### config.mk
export PLATFORM = sky130hd
export DESIGN_NAME = sprite_reg_scan
export DESIGN_NICKNAME = d
export VERILOG_FILES = /design/src/rtl/sprite_reg_scan.sv
export SDC_FILE = /design/constraint.sdc
export NUM_CORES = 2
export LEC_CHECK = 0
export CAP_MARGIN = 20
export CORE_ASPECT_RATIO = 1.5
export CORE_MARGIN = 2
export CORE_UTILIZATION = 25
export DETAILED_ROUTE_END_ITERATION = 10
export HOLD_SLACK_MARGIN = 0.03
export PLACE_DENSITY_LB_ADDON = 0.25
export SKIP_CTS_REPAIR_TIMING = 1
export SYNTH_ARGS = -nofsm -noshare
export SYNTH_HDL_FRONTEND = slang
export SYNTH_SLANG_ARGS = --single-unit
### constraint.sdc
create_clock -name clk -period 8.8 [get_ports clk]
set_input_delay 1.76 -clock clk [delete_from_list [all_inputs] [get_ports clk]]
set_output_delay 1.76 -clock clk [all_outputs]
set_load 0.01 [all_outputs]
### src/rtl/sprite_reg_scan.sv
// Sprite register bank with a lane-parallel point-in-box hit scanner (lowest active index wins).
// Optional macro SPRITE_HIT_COUNT_EN: always scans the full bank and adds a hit_count output.
module sprite_reg_scan #(
    parameter int N_REGS   = 32,
    parameter int REG_W    = 32,
    parameter int AW       = 5,
    parameter int COORD_W  = 10,
    parameter int X_LSB    = 19,
    parameter int Y_LSB    = 9,
    parameter int ACT_BIT  = 29,
    parameter int SPR_SIZE = 20,
    parameter int LANES    = 4
) (
    input  logic                 clk,
    input  logic                 reset,
    input  logic [AW-1:0]        n_reg,
    input  logic [REG_W-1:0]     data,
    input  logic                 written,
    input  logic [2*COORD_W-1:0] check,
    input  logic                 check_valid,
    output logic                 check_ready,
    output logic [REG_W-1:0]     readData,
    output logic [AW-1:0]        hit_idx,
    output logic                 hit,
    output logic                 done,
    output logic                 success
`ifdef SPRITE_HIT_COUNT_EN
    ,
    output logic [AW:0]          hit_count
`endif
);
    localparam int N_GRP = N_REGS / LANES;
    localparam int GW    = (N_GRP > 1) ? $clog2(N_GRP) : 1;

    typedef enum logic [1:0] {IDLE, SCAN, DONE} state_t;

    state_t             state_q, state_d;
    logic [GW-1:0]      g_q, g_d;
    logic [COORD_W-1:0] cx_q, cx_d, cy_q, cy_d;
    logic               found_q, found_d;
    logic [AW-1:0]      best_idx_q, best_idx_d;
    logic [REG_W-1:0]   best_data_q, best_data_d;
    logic [REG_W-1:0]   rdata_q, rdata_d;
    logic [AW-1:0]      hidx_q, hidx_d;
    logic               hit_q, hit_d;
    logic               success_q;
    logic [REG_W-1:0]   regs_q [N_REGS];

    logic               wr_ok;
    logic               grp_hit, last_grp, scan_exit;
    logic [AW-1:0]      grp_idx, lane_idx;
`ifdef SPRITE_HIT_COUNT_EN
    logic [AW:0]        grp_cnt, cnt_q, cnt_d, hcnt_q, hcnt_d;
`endif

    // Sums are one bit wider than a coordinate so a box near the maximum cannot wrap to zero.
    function automatic logic in_box(input logic act, input logic [COORD_W-1:0] rx,
                                    input logic [COORD_W-1:0] ry, input logic [COORD_W-1:0] cx,
                                    input logic [COORD_W-1:0] cy);
        logic [COORD_W:0] x0, y0, px, py;
        x0 = {1'b0, rx};
        y0 = {1'b0, ry};
        px = {1'b0, cx};
        py = {1'b0, cy};
        return act && (px >= x0) && (px < x0 + (COORD_W+1)'(SPR_SIZE))
                   && (py >= y0) && (py < y0 + (COORD_W+1)'(SPR_SIZE));
    endfunction

    assign wr_ok = written && (int'(n_reg) < N_REGS);

    always_ff @(posedge clk) begin
        if (reset) begin
            for (int r = 0; r < N_REGS; r++) regs_q[r] <= '0;
            success_q <= 1'b0;
        end else begin
            if (wr_ok) regs_q[n_reg] <= data;
            success_q <= wr_ok;
        end
    end

    // Descending lane order leaves the lowest matching index in grp_idx.
    always_comb begin
        grp_hit  = 1'b0;
        grp_idx  = '0;
        lane_idx = '0;
`ifdef SPRITE_HIT_COUNT_EN
        grp_cnt  = '0;
`endif
        for (int l = LANES - 1; l >= 0; l--) begin
            lane_idx = AW'(int'(g_q) * LANES + l);
            if (in_box(regs_q[lane_idx][ACT_BIT], regs_q[lane_idx][X_LSB +: COORD_W],
                       regs_q[lane_idx][Y_LSB +: COORD_W], cx_q, cy_q)) begin
                grp_hit = 1'b1;
                grp_idx = lane_idx;
`ifdef SPRITE_HIT_COUNT_EN
                grp_cnt = grp_cnt + (AW+1)'(1);
`endif
            end
        end
    end

    always_comb begin
        state_d     = state_q;
        g_d         = g_q;
        cx_d        = cx_q;
        cy_d        = cy_q;
        found_d     = found_q;
        best_idx_d  = best_idx_q;
        best_data_d = best_data_q;
        rdata_d     = rdata_q;
        hidx_d      = hidx_q;
        hit_d       = hit_q;
        last_grp    = (g_q == GW'(N_GRP - 1));
        scan_exit   = 1'b0;
`ifdef SPRITE_HIT_COUNT_EN
        cnt_d       = cnt_q;
        hcnt_d      = hcnt_q;
`endif
        unique case (state_q)
            IDLE: begin
                if (check_valid) begin
                    state_d = SCAN;
                    g_d     = '0;
                    cx_d    = check[2*COORD_W-1:COORD_W];
                    cy_d    = check[COORD_W-1:0];
                    found_d = 1'b0;
`ifdef SPRITE_HIT_COUNT_EN
                    cnt_d   = '0;
`endif
                end
            end
            SCAN: begin
                if (grp_hit && !found_q) begin
                    found_d     = 1'b1;
                    best_idx_d  = grp_idx;
                    best_data_d = regs_q[grp_idx];
                end
`ifdef SPRITE_HIT_COUNT_EN
                cnt_d     = cnt_q + grp_cnt;
                scan_exit = last_grp;
`else
                scan_exit = last_grp || grp_hit;
`endif
                if (scan_exit) begin
                    state_d = DONE;
                    hit_d   = found_d;
                    hidx_d  = found_d ? best_idx_d : '0;
                    rdata_d = found_d ? best_data_d : '0;
`ifdef SPRITE_HIT_COUNT_EN
                    hcnt_d  = cnt_d;
`endif
                end else begin
                    g_d = g_q + 1'b1;
                end
            end
            DONE:    state_d = IDLE;
            default: state_d = IDLE;
        endcase
    end

    always_ff @(posedge clk) begin
        if (reset) begin
            state_q     <= IDLE;
            g_q         <= '0;
            cx_q        <= '0;
            cy_q        <= '0;
            found_q     <= 1'b0;
            best_idx_q  <= '0;
            best_data_q <= '0;
            rdata_q     <= '0;
            hidx_q      <= '0;
            hit_q       <= 1'b0;
`ifdef SPRITE_HIT_COUNT_EN
            cnt_q       <= '0;
            hcnt_q      <= '0;
`endif
        end else begin
            state_q     <= state_d;
            g_q         <= g_d;
            cx_q        <= cx_d;
            cy_q        <= cy_d;
            found_q     <= found_d;
            best_idx_q  <= best_idx_d;
            best_data_q <= best_data_d;
            rdata_q     <= rdata_d;
            hidx_q      <= hidx_d;
            hit_q       <= hit_d;
`ifdef SPRITE_HIT_COUNT_EN
            cnt_q       <= cnt_d;
            hcnt_q      <= hcnt_d;
`endif
        end
    end

    assign check_ready = (state_q == IDLE);
    assign done        = (state_q == DONE);
    assign readData    = rdata_q;
    assign hit_idx     = hidx_q;
    assign hit         = hit_q;
    assign success     = success_q;
`ifdef SPRITE_HIT_COUNT_EN
    assign hit_count   = hcnt_q;
`endif
endmodule

== After elaboration in Yosys (flattened, before gate mapping) ==
Memory sizes are Yosys's and may differ from the RTL's. A register that Yosys moved wholly into a read port is not among the register bits.
Cells that the tools add are included.
Word-level totals
  word-level logic and storage cells: 105
  memories kept: 1
  register bits: 102
  bits of input ports: 61
  memory bits (writable): 1024
  output and inout bits: 41
Memory list
  regs_q: words 32, width 32, rd ports 5, clocked after memory_dff 1, wr ports 32, line 47  | logic [REG_W-1:0] regs_q [N_REGS];
Operators by class
  eq/ne operators: 6
  muxes and demuxes: 32
  order comparisons: 16
  reduce and logical (&&, ||, !) cells: 27
  add/sub/neg operators: 12
Operators with widths (count)
  32-bit two-way mux: 3
  10-bit by 5-bit adder with 11-bit output (second input constant): 8
  10-bit by 11-bit < comparator with 1-bit output: 8
  10-bit >= comparator: 8
  5-bit two-way mux: 9
  32-bit OR reduction: 1
  1-bit logical AND: 17
  1-bit two-way mux: 13
  5-bit by 2-bit adder with 5-bit output (second input constant): 2
  2-bit AND reduction: 4
  3-bit two-way mux: 2
  2-bit != test (second input constant): 3
  3-bit one-hot mux with 2 select lines: 1
  5-bit by 1-bit adder with 5-bit output (second input constant): 1
  2-bit two-way mux: 2
  2-bit one-hot mux with 2 select lines: 1
  3-bit by 1-bit adder with 3-bit output (second input constant): 1
  3-bit == test (second input constant): 1
  3-bit AND reduction: 1
  2-bit by 1-bit == test with 1-bit output (second input constant): 1
  2-bit == test (second input constant): 1
  2-bit logical NOT: 1
  1-bit one-hot mux with 2 select lines: 1
  2-bit nonzero test: 1
  other kinds (2): 2

== Logic depth before layout (Yosys ltp) ==
An unclocked memory read counts as a cell.
  depth after elaboration: 16
  depth in mapped cells: 30

== Worst setup path after synthesis ==
Ideal clock, no wire load.
  path type: flip-flop to flip-flop
  from: reg g_q[0]
  to: reg rdata_q[10] (netlist: readData[10])
  library setup time: 0.128 ns
  stages on the path, launching flop included: 26
  data arrival time: 6.340 ns
  path buffers: 10
  period minus slack after synthesis: 6.468 ns
  path slack: 2.332 ns
  path through: dfxtp_1 -> buf_6 -> buf_12 -> buf_12 -> buf_6 -> buf_4 -> buf_1 -> clkbuf_1 -> clkbuf_1 -> buf_1 -> mux4_2 -> mux2i_1 -> ha_1 -> nor3b_1 -> nor3_1 -> o221ai_1 -> a221o_1 -> o21a_1 -> o32a_1 -> buf_6 -> a31oi_4 -> nand3_1 -> or4b_2 -> nand4_1 -> or3_1 -> o21ai_0
On the way
  word-level cells in the longest chain between the ends: 15
  elaborated cells on any way between the ends: 50
  those cells by class: 9 x add/sub; 12 x order compare; 1 x eq/ne; 12 x mux; 15 x reduce/logical; 1 x memory
RTL lines
  from (decl): line 38  | logic [GW-1:0] g_q, g_d;
  from (signal assigned): line 179  | g_q <= g_d;
  parallel branches: the longest is 15 deep, another holds memory 32 x 32 bit
  to (signal assigned): line 185  | rdata_q <= rdata_d;
  to (decl): line 43  | logic [REG_W-1:0] rdata_q, rdata_d;
Several ways; the timed one is not identified. The select of a mux whose other input is x is not followed.
A chain may end at the register's enable or synchronous reset.

== Final worst setup path ==
  from: reg g_q[0]
  to: reg rdata_q[25] (netlist: readData[25])
Same word-level chain as after synthesis.

==> metrics.md <==
| Metric | Value |
|---|---|
| Status | `finished clean` |
| Crit Path Category | `reg -> reg` |
| CTS Root Cell | `clkbuf_16` |
| Die Span X | `408 µm` |
| Vias in the first global route | `47500` |
| H-tree depth | `3` |
| Period utilisation layout | `88.0%` |
| Peak VDD IR | `0.000168 V` |
| Syn. warnings | `0` |
| Int Pwr | `9330 µW` |
| Routed vias | `48400` |
| Hold Crit Class | `reg -> reg` |
| Io pins | `102` |
| Static leakage | `0.0241 µW` |
| Sequential fraction of design power | `49.4%` |
| Largest net degree at the start of global routing | `54` |
| Post-synth EDFFs | `1024` |
| Most frequent cells in the layout | `1033 x and2_1, 1024 x edfxtp_1, 266 x a21oi_1, 248 x nor2_1, 243 x buf_4` |
| Met3 usage in global routing | `5.33%` |
| Die Y | `609 µm` |
| First-pass GRT wire length | `426000 µm` |
| Max Slew Vio Count | `0` |
| Num CTS Buffers | `113` |
| Final Net Count | `5416` |
| Post-synth top flop | `edfxtp_1` |
| Initial Util | `25.1%` |
| Number of antenna violations at the first check in global routing | `62` |
| Syn-to-layout area delta | `15.8%` |
| Average size of a mapped cell | `11.8 µm²` |
| Fmax | `0.129 GHz` |
| Core ar. | `243000 µm²` |
| DRC errors left | `0` |
| Crit Reg-Reg Startpoint | `g_q[0]` |
| Final hold violations | `0` |
| WL per Instance | `37.4 µm` |
| Commonest non-fill, non-tap cell in the layout | `and2_1` |
| Setup tns final | `0 ns` |
| Post-synthesis sequential area ratio | `53.8%` |
| Drt total wl | `321000 µm` |
| Initial drt markers | `7330` |
| NetSw | `3450 µW` |
| Clock tree buffer depth | `3` |
| Reg-to-Reg End | `readData[25]` |
| Final-report setup violation count | `0` |
| Die area | `248000 µm²` |
| Switch share | `27.0%` |
| Power per cell area | `181 nW/µm²` |
| Distinct cell type count after synthesis | `106` |
| Share of cells above drive strength 1 | `14.7%` |
| Ys async rst share | `0%` |
| Slew HR | `20.3%` |
| Cells after Synth | `5174` |
| HP Start | `best_idx_q[0]` |
| Hold Path Sink | `best_idx_q[0]` |
| Site Rows | `222` |
| Synth Cell Area | `61100 µm²` |
| Reg-to-reg slack, setup | `1.06 ns` |
| Comb pwr share | `10.7%` |
| Final min period | `7.74 ns` |
| WP data arrival | `8.47 ns` |
| Number of vias per cell | `5.64` |
| Max Cap Violations | `0` |
| Clk_lat worst skew | `0.79 ns` |
| CP required | `9.52 ns` |
| Hold Path Depth | `2` |
| Fill cell count | `24900` |
| CP max FO | `43` |
| Power share of the clock group | `40.0%` |
| R2R depth | `22` |
| RSZ-0062 raised after global routing | `false` |
| Clock transition at path regs | `0.07 ns` |
| Setup crit end kind | `flip-flop` |
| IO Port Bufs | `101` |
| Global routing's busiest layer | `met2` |
| Clock sinks | `1129` |
| Yosys reg bits | `1129` |
| Detailed Place HPWL | `213000 µm` |
| Worst Skew | `0.0476 ns` |
| CTS tree | `yes` |
| GPL Wtd Cong | `0.959` |
| Slew at the pin with the worst max-slew slack | `1.20 ns` |
| M2 GR Usage | `40.8%` |
| Area of the multi-input gates | `26200 µm²` |
| M1 GR Usage | `29.2%` |
| Post-Syn Nets | `5389` |
| CP startpoint kind | `flip-flop` |
| Total track usage | `25.0%` |
| Final Total Pwr | `12800 µW` |
| FF/Latch Area | `32900 µm²` |
| Drt pass-1 iters | `6` |
| Total gr overflow | `0` |
| Antenna-violating nets left | `0` |
## logic make-up (layout without fill, tap and decap cells)
group	count (synthesis)	in the layout	share of synthesized area [%]
xor+xnor	44	44	0.631
mux	289	289	8.17
other cells	0	35	0
compound gates	1102	1102	12.4
buf+inv	518	641	3.94
simple gates	1938	1938	18.0
fa+ha+maj	154	154	3.15
flops	1129	1129	53.8
## sequential cells by signal, summed over array words and instances (netlist names), named ones only
| name | flops |
|---|---|
| best_data_q | 32 |
| best_idx_q | 5 |
| cx_q | 10 |
| cy_q | 10 |
| found_q | 1 |
| g_q | 3 |
| hit | 1 |
| hit_idx | 5 |
| readData | 32 |
| regs_q | 1024 |
| state_q | 2 |
| success | 1 |
## critical path: stages, from the launching register on
cell and delay (ns):
dfxtp_4 0.93, buf_12 0.35, mux4_2 0.57, mux2i_1 0.57, inv_1 0.18, ha_1 0.32
nor2b_1 0.18, a21o_1 0.12, xnor2_1 0.06, ha_1 0.32, o21a_1 0.11, o21ai_0 0.24
a211oi_1 0.11, o31ai_1 0.61, nand3_4 0.57, buf_12 0.37, a21oi_2 0.37, nor2_2 0.18
buf_4 0.30, mux2i_1 0.16, o221ai_1 0.29, nor4bb_1 0.40, a32o_1 0.22
## cell type report
type / count / area share [%]
Antenna cell: 35 / 0.124
Clock buffer: 146 / 4.27
Clock inverter: 65 / 0.996
Inverter: 49 / 0.260
Multi-Input combinational cell: 3527 / 37.0
Sequential cell: 1129 / 46.5
Tap cell: 3248 / 5.74
Timing Repair Buffer: 381 / 5.09
## power groups by stage
stage | registers, µW | logic (µW) | clock network [µW]
finish | 6310 | 1370 | 5110
global route | 6320 | 1410 | 5300
CTS | 6300 | 1340 | 5140
detailed placement | 6420 | 1330 | 0
global placement | 6410 | 1320 | 0
floorplan | 6310 | 714 | 0
## synth_stat cells (all sizes together) (50+ instances only)
cell / instances / area [µm²]
nand3: 97 / 500
clkbuf: 280 / 1050
o21ai: 199 / 1000
and2: 1034 / 6470
nand2: 195 / 744
nor3: 61 / 348
edfxtp: 1024 / 30700
nor2: 290 / 1110
o22ai: 80 / 500
mux2i: 109 / 1110
a21oi: 268 / 1350
mux4: 165 / 3720
o221ai: 51 / 447
a211oi: 50 / 380
dfxtp: 105 / 2100
ha: 154 / 1930
buf: 189 / 1170
## layer usage
layer	share of wire (%)	vias up
li1	-	19400
met3	9.6	939
met1	35	24600
met5	0.059	-
met4	8.2	30
met2	47	3369
## worst max-delay path by stage
stage	from	endpoint	depth (start not counted)
finish	g_q[0]	readData[25]	22
global route	g_q[0]	readData[5]	21
detailed placement	g_q[0]	best_data_q[4]	20
global placement	g_q[0]	readData[15]	18
CTS	g_q[0]	readData[4]	20
floorplan	g_q[0]	readData[10]	25
## through the flow
| stage | util, % | setup WS [ns] | hold slack, ns | instances | cell area [µm²] |
|---|---|---|---|---|---|
| after floorplan | - | 2.33 | 0.422 | 5174 | 61100 |
| after global placement | 27.4 | 1.11 | 0.437 | 8324 | 66700 |
| after detailed placement | 27.5 | 1.12 | 0.446 | 8329 | 66800 |
| after CTS | 29.0 | 1.09 | 0.456 | 8540 | 70500 |
| after global routing | 29.0 | 0.835 | 0.475 | 8548 | 70700 |
| final | 29.1 | 1.06 | 0.456 | 8580 | 70700 |
Power figures use the tool's default switching activity.
